<file path="src/rtl/imem_loader_if.sv">
// Byte-stream input and instruction-memory write bus of the boot loader.
// The master side offers bytes and observes the write/status signals; the
// slave side is the loader itself.
interface imem_loader_if #(
    parameter int ADDR_W = 10
);
    logic              in_valid;
    logic [7:0]        in_data;
    logic              in_ready;
    logic              mem_we;
    logic [ADDR_W-1:0] mem_addr;
    logic [31:0]       mem_wdata;
    logic              core_stall;
    logic              done;
    logic              err;
    logic              loaded;

    modport master (
        output in_valid, in_data,
        input  in_ready, mem_we, mem_addr, mem_wdata,
        input  core_stall, done, err, loaded
    );

    modport slave (
        input  in_valid, in_data,
        output in_ready, mem_we, mem_addr, mem_wdata,
        output core_stall, done, err, loaded
    );
endinterface

</file>
<file path="src/rtl/imem_loader.sv">
// Boot-time instruction-memory writer. Receives a framed byte stream
// (SYNC, 16-bit word count, little-endian data words, XOR checksum),
// writes each assembled word to consecutive word addresses starting at 0
// and holds the core stalled while a frame is in flight. Every output is
// a register; in_ready depends only on state, never on in_valid.
module imem_loader #(
    parameter int          ADDR_W = 10,
    parameter int          DEPTH  = 1024,
    parameter logic [7:0]  SYNC   = 8'hA5
) (
    input  logic            clk,
    input  logic            rst,
    imem_loader_if.slave    bus
);

    typedef enum logic [2:0] {
        S_IDLE = 3'd0,
        S_LEN0 = 3'd1,
        S_LEN1 = 3'd2,
        S_DATA = 3'd3,
        S_CSUM = 3'd4,
        S_DONE = 3'd5,
        S_ERR  = 3'd6
    } state_t;

    // Legal word counts are compared at 17 bits so DEPTH itself is representable.
    localparam logic [16:0] DEPTH_L = 17'(DEPTH);

    // Running frame checksum: plain XOR over every data byte.
    function automatic logic [7:0] csum_step(input logic [7:0] acc, input logic [7:0] b);
        return acc ^ b;
    endfunction

    state_t              state_r;
    logic [7:0]          len_lo_r;
    logic [15:0]         len_r;
    logic [1:0]          byte_cnt_r;
    logic [ADDR_W:0]     word_cnt_r;     // one spare bit: N == DEPTH must not wrap
    logic [23:0]         shift_r;        // first three bytes of the current word
    logic [7:0]          csum_r;
    logic                in_ready_r;
    logic                mem_we_r;
    logic [ADDR_W-1:0]   mem_addr_r;
    logic [31:0]         mem_wdata_r;
    logic                core_stall_r;
    logic                done_r;
    logic                err_r;
    logic                loaded_r;

    logic                accept_s;
    logic [16:0]         len_full_s;
    logic [ADDR_W:0]     word_next_s;
    logic [16:0]         word_next_ext_s;
    logic [16:0]         len_ext_s;

    // Handshake qualifier, candidate length and next word count.
    always_comb begin
        accept_s        = 1'b0;
        len_full_s      = 17'd0;
        word_next_s     = word_cnt_r + {{ADDR_W{1'b0}}, 1'b1};
        word_next_ext_s = 17'(word_next_s);
        len_ext_s       = {1'b0, len_r};
        if (bus.in_valid && in_ready_r) begin
            accept_s = 1'b1;
        end else begin
            accept_s = 1'b0;
        end
        len_full_s = {1'b0, bus.in_data, len_lo_r};
    end

    // Frame FSM with all datapath and output registers.
    always_ff @(posedge clk or negedge rst) begin
        if (!rst) begin
            state_r      <= S_IDLE;
            len_lo_r     <= 8'd0;
            len_r        <= 16'd0;
            byte_cnt_r   <= 2'd0;
            word_cnt_r   <= '0;
            shift_r      <= 24'd0;
            csum_r       <= 8'd0;
            in_ready_r   <= 1'b1;
            mem_we_r     <= 1'b0;
            mem_addr_r   <= '0;
            mem_wdata_r  <= 32'd0;
            core_stall_r <= 1'b0;
            done_r       <= 1'b0;
            err_r        <= 1'b0;
            loaded_r     <= 1'b0;
        end else begin
            mem_we_r <= 1'b0;
            done_r   <= 1'b0;
            case (state_r)
                S_IDLE: begin
                    if (accept_s && (bus.in_data == SYNC)) begin
                        err_r        <= 1'b0;
                        word_cnt_r   <= '0;
                        byte_cnt_r   <= 2'd0;
                        csum_r       <= 8'd0;
                        core_stall_r <= 1'b1;
                        state_r      <= S_LEN0;
                    end
                end
                S_LEN0: begin
                    if (accept_s) begin
                        len_lo_r <= bus.in_data;
                        state_r  <= S_LEN1;
                    end
                end
                S_LEN1: begin
                    if (accept_s) begin
                        len_r <= len_full_s[15:0];
                        if ((len_full_s == 17'd0) || (len_full_s > DEPTH_L)) begin
                            err_r      <= 1'b1;
                            in_ready_r <= 1'b0;
                            state_r    <= S_ERR;
                        end else begin
                            state_r <= S_DATA;
                        end
                    end
                end
                S_DATA: begin
                    if (accept_s) begin
                        csum_r     <= csum_step(csum_r, bus.in_data);
                        byte_cnt_r <= byte_cnt_r + 2'd1;
                        shift_r    <= {bus.in_data, shift_r[23:8]};
                        if (byte_cnt_r == 2'd3) begin
                            mem_we_r    <= 1'b1;
                            mem_addr_r  <= word_cnt_r[ADDR_W-1:0];
                            mem_wdata_r <= {bus.in_data, shift_r};
                            word_cnt_r  <= word_next_s;
                            if (word_next_ext_s == len_ext_s) begin
                                state_r <= S_CSUM;
                            end
                        end
                    end
                end
                S_CSUM: begin
                    if (accept_s) begin
                        in_ready_r <= 1'b0;
                        if (bus.in_data == csum_r) begin
                            done_r   <= 1'b1;
                            loaded_r <= 1'b1;
                            state_r  <= S_DONE;
                        end else begin
                            err_r   <= 1'b1;
                            state_r <= S_ERR;
                        end
                    end
                end
                S_DONE, S_ERR: begin
                    in_ready_r   <= 1'b1;
                    core_stall_r <= 1'b0;
                    state_r      <= S_IDLE;
                end
                default: begin
                    in_ready_r   <= 1'b1;
                    core_stall_r <= 1'b0;
                    state_r      <= S_IDLE;
                end
            endcase
        end
    end

    assign bus.in_ready   = in_ready_r;
    assign bus.mem_we     = mem_we_r;
    assign bus.mem_addr   = mem_addr_r;
    assign bus.mem_wdata  = mem_wdata_r;
    assign bus.core_stall = core_stall_r;
    assign bus.done       = done_r;
    assign bus.err        = err_r;
    assign bus.loaded     = loaded_r;

endmodule

</file>
<file path="src/flat_wrapper.sv">
// flat-port wrapper written by rule: the top's interface ports become plain ports
module imem_loader_flat 
#(
    parameter int          ADDR_W = 10,
    parameter int          DEPTH  = 1024,
    parameter logic [7:0]  SYNC   = 8'hA5
)
  (clk, rst, bus_in_valid, bus_in_data, bus_in_ready, bus_mem_we, bus_mem_addr, bus_mem_wdata, bus_core_stall, bus_done, bus_err, bus_loaded);
  imem_loader_if #(.ADDR_W(ADDR_W)) bus_i ();
  input  logic clk;
  input  logic rst;
  input wire logic [$bits(bus_i.in_valid)-1:0] bus_in_valid;
  input wire logic [$bits(bus_i.in_data)-1:0] bus_in_data;
  output wire logic [$bits(bus_i.in_ready)-1:0] bus_in_ready;
  output wire logic [$bits(bus_i.mem_we)-1:0] bus_mem_we;
  output wire logic [$bits(bus_i.mem_addr)-1:0] bus_mem_addr;
  output wire logic [$bits(bus_i.mem_wdata)-1:0] bus_mem_wdata;
  output wire logic [$bits(bus_i.core_stall)-1:0] bus_core_stall;
  output wire logic [$bits(bus_i.done)-1:0] bus_done;
  output wire logic [$bits(bus_i.err)-1:0] bus_err;
  output wire logic [$bits(bus_i.loaded)-1:0] bus_loaded;
  assign bus_i.in_valid = bus_in_valid;
  assign bus_i.in_data = bus_in_data;
  assign bus_in_ready = bus_i.in_ready;
  assign bus_mem_we = bus_i.mem_we;
  assign bus_mem_addr = bus_i.mem_addr;
  assign bus_mem_wdata = bus_i.mem_wdata;
  assign bus_core_stall = bus_i.core_stall;
  assign bus_done = bus_i.done;
  assign bus_err = bus_i.err;
  assign bus_loaded = bus_i.loaded;
  imem_loader #(.ADDR_W(ADDR_W), .DEPTH(DEPTH), .SYNC(SYNC)) u_core (.clk(clk), .rst(rst), .bus(bus_i));
endmodule
</file>
<file path="config.mk">
export PLATFORM = sky130hd
export DESIGN_NAME = imem_loader_flat
export DESIGN_NICKNAME = d
export VERILOG_FILES = /design/src/rtl/imem_loader_if.sv /design/src/rtl/imem_loader.sv /design/src/flat_wrapper.sv
export SDC_FILE = /design/constraint.sdc
export NUM_CORES = 1
export LEC_CHECK = 0
export ABC_AREA = 1
export BUFFER_PORTS_ARGS = -buffer_cell sky130_fd_sc_hd__clkbuf_2
export CORE_ASPECT_RATIO = 1.75
export CORE_MARGIN = 2
export CORE_UTILIZATION = 63
export CTS_CLUSTER_DIAMETER = 100
export CTS_CLUSTER_SIZE = 10
export DETAILED_ROUTE_END_ITERATION = 6
export PLACE_DENSITY_LB_ADDON = 0.08
export SKIP_CTS_REPAIR_TIMING = 1
export SYNTH_ARGS = -nofsm -noshare
export SYNTH_HDL_FRONTEND = slang
export SYNTH_SLANG_ARGS = --single-unit
</file>
<file path="constraint.sdc">
create_clock -name clk -period 2.9 [get_ports clk]
set_input_delay 0.58 -clock clk [delete_from_list [all_inputs] [get_ports clk]]
set_output_delay 0.58 -clock clk [all_outputs]
set_load 0.1 [all_outputs]
</file>
==> impl_metrics.json <==
{
  "min_path_type": "input pin to async pin",
  "whs_ns": 0.154,
  "die_h_um": 125,
  "yosysTopAreaCellShare_pct": 56.6,
  "finish.utilization_pct": 75.6,
  "cp_common_cell": "nand2_1",
  "drive_gt1_share_pct": 15.7,
  "placed_area_um2": 5630,
  "htreeDepth": 4,
  "finalSetupViolCount": 0,
  "seq_area_frac_synth_pct": 57.1,
  "drc": 0,
  "yosysWarnings": 0,
  "irDropWorstVdd_v": 0.000854,
  "p_sw_mw": 3.83,
  "yosysTopAreaCell": "dfrtp_1",
  "die_w_um": 73.1,
  "antenna_found_initial": 0,
  "status": "finished, final reports clean",
  "fin_cells": 780,
  "power_frac_comb_pct": 42.0,
  "critPathKind": "flop to flop",
  "ctsLongestPathBuffers": 2,
  "rows": 44,
  "syn-num-nets": 628,
  "critPathCaptureType": "flop",
  "leakagePower_nw": 3.26,
  "synth.area.top_cells": "dfrtp_1 57%, nand2_1 14%, o21ai_0 6.1%",
  "min_period_over_period_pct": 81.3,
  "final_cell_mix": "199 x nand2_1, 119 x dfrtp_1, 64 x o21ai_0, 61 x inv_1, 57 x clkbuf_2",
  "placedCellCount": 749,
  "routedWlPerCell_um": 15.2,
  "area_growth_pct": 17.9,
  "cts.clk_slew.worst_paths_ns": 0.05,
  "total_power_mw": 8.20,
  "layout_setup_ws_ns": 0.541,
  "drt-vias-per-instance": 5.57,
  "portBuffers": 58,
  "final_nets": 689,
  "tightest_slew_ns": 0.863,
  "wirelength_mm": 11.9,
  "core_area_um2": 8200,
  "grt_overflow": 0,
  "grt_max_degree": 44,
  "die_area_um2": 9120,
  "pwr-share-clk_pct": 24.3,
  "switching_share_pct": 46.7,
  "finalHoldViolCount": 0,
  "cp.required_ns": 3.16,
  "cts.sink_count": 120,
  "ys_ff_latch": 120,
  "syn_inst": 615,
  "initial_utilization_pct": 64.1,
  "cts_made_buffers": 17,
  "vias": 4343,
  "max_freq_mhz": 424,
  "dp_worst_setup_slack_ns": 0.476,
  "cpPeakStageDelay_ns": 0.54,
  "cp_max_fo": 13,
  "seq_power_share_pct": 33.7,
  "path_cells": "nand2_1 -> inv_1 -> nand3_1 -> nor4_1 -> nand2_1 -> nand2_1 -> o21ai_0",
  "ios": 59,
  "dpl.hpwl_mm": 8.41,
  "drt_iter0_drc": 260,
  "fin_tns_setup_ns": 0,
  "grt_pass1_vias": 4102,
  "num_antenna_cells": 0,
  "drv_slew": 0,
  "synth.distinct_cells": 30,
  "cp-start-kind": "flop",
  "track_usage_pct": 28.2,
  "ff2ff_path_depth": 7,
  "finClkSkew_ns": 0.00788,
  "intPower_mw": 4.37,
  "slew-limit-headroom_pct": 42.3,
  "postRouteAntennaNets": 0,
  "period_minus_slack_ns": 2.36,
  "syn_avg_cell_area_um2": 8.55,
  "cp_slowest_cell": "dfstp_2",
  "gp_congestion": 0.941,
  "clk-insertion-delay-late_ns": 0.41,
  "drv_cap": 0,
  "final_common_cell": "nand2_1",
  "cts_tree": "built",
  "cts_root_buf": "clkbuf_16",
  "dr.pass1.iters": 5,
  "rsz0062_at_grt": "false",
  "p_per_area_nw_per_um2": 1320,
  "grt_pass1_wl_mm": 19.6,
  "syn_area_um2": 5260,
  "cp.arrival_ns": 2.62,
  "fin_area_um2": 6200
}
[worst paths after layout]
check                                    start                      end  slack, ns
min in group clk                bus_in_data[4]       u_core.shift_r[20]       0.44
hold / removal                             rst  u_core.bus.mem_wdata[5]       0.15
hold reg to reg              u_core.bus.loaded        u_core.bus.loaded       0.46
setup / recovery           u_core.bus.in_ready     u_core.word_cnt_r[8]       0.54
max in group asynchronous                  rst      u_core.bus.in_ready       2.08
setup reg to reg           u_core.bus.in_ready     u_core.word_cnt_r[8]       0.54
[critical path: cells and delay by family (launching register included)]
| kind | cells | cell delay (ns) |
|---|---|---|
| AO/OA/AOI/OAI | 1 | 0.15 |
| AND/OR/NAND/NOR | 5 | 1.32 |
| buffers and inverters | 1 | 0.19 |
| flip-flops | 1 | 0.54 |
[sequential cells by signal (all words and copies together) (netlist names)]
register,cells
u_core.bus.mem_wdata,32
u_core.shift_r,24
u_core.len_r,16
u_core.word_cnt_r,11
u_core.bus.mem_addr,10
u_core.csum_r,8
u_core.len_lo_r,8
u_core.state_r,3
u_core.byte_cnt_r,2
u_core.bus.core_stall,1
u_core.bus.done,1
u_core.bus.err,1
u_core.bus.in_ready,1
u_core.bus.loaded,1
u_core.bus.mem_we,1
[layout make-up]
class / instances / area, um^2
sequential: 120 / 3000
inverter: 64 / 240
timing repair buffer: 64 / 363
fill: 585 / 2000
clock buffer: 24 / 472
tap: 92 / 115
clock inverter: 7 / 95.1
multi-input combinational: 409 / 1910
[synthesized netlist by cell type (all sizes together)]
library cell    n
o31ai           1
a21oi           5
ha              2
nand3          36
nor4            5
dfstp           1
a31oi           1
buf            14
nand3b          6
o21ai          89
xor2            8
inv            64
nand2         202
nor3            6
nand4           6
or2             1
dfrtp         119
nor2           33
a21boi          1
clkbuf          8
o22ai           7
[power groups by stage]
| stage | clock, mW | combinational, mW | sequential (mW) |
|---|---|---|---|
| 2_1_floorplan | 0 | 1.33 | 4.16 |
| 3_3_place_gp | 0 | 3.38 | 2.75 |
| 3_5_place_dp | 0 | 3.44 | 2.78 |
| 4_1_cts | 2.02 | 3.46 | 2.76 |
| 5_1_grt | 2.10 | 3.75 | 2.84 |
| 6_report | 1.99 | 3.45 | 2.76 |
[kinds of logic after synthesis]
| group | synth area share, % |
|---|---|
| and+or+nand+nor | 24.4 |
| DFF | 57.1 |
| AOI/OAI and AO/OA | 10.2 |
| buffers and inverters | 6.52 |
| xor gates and xnor gates | 1.33 |
| adders and majority gates | 0.476 |
[routing by layer]
layer  vias to the layer above  track usage (%)  wire length [um]
li1                       2102                -                 -
met1                      2079             33.8              4760
met2                       132             46.7              6280
met3                        30             8.01               438
met4                         0             11.2               376
met5                         -                0                 0
Note: power is estimated with default switching activity, not from simulation.
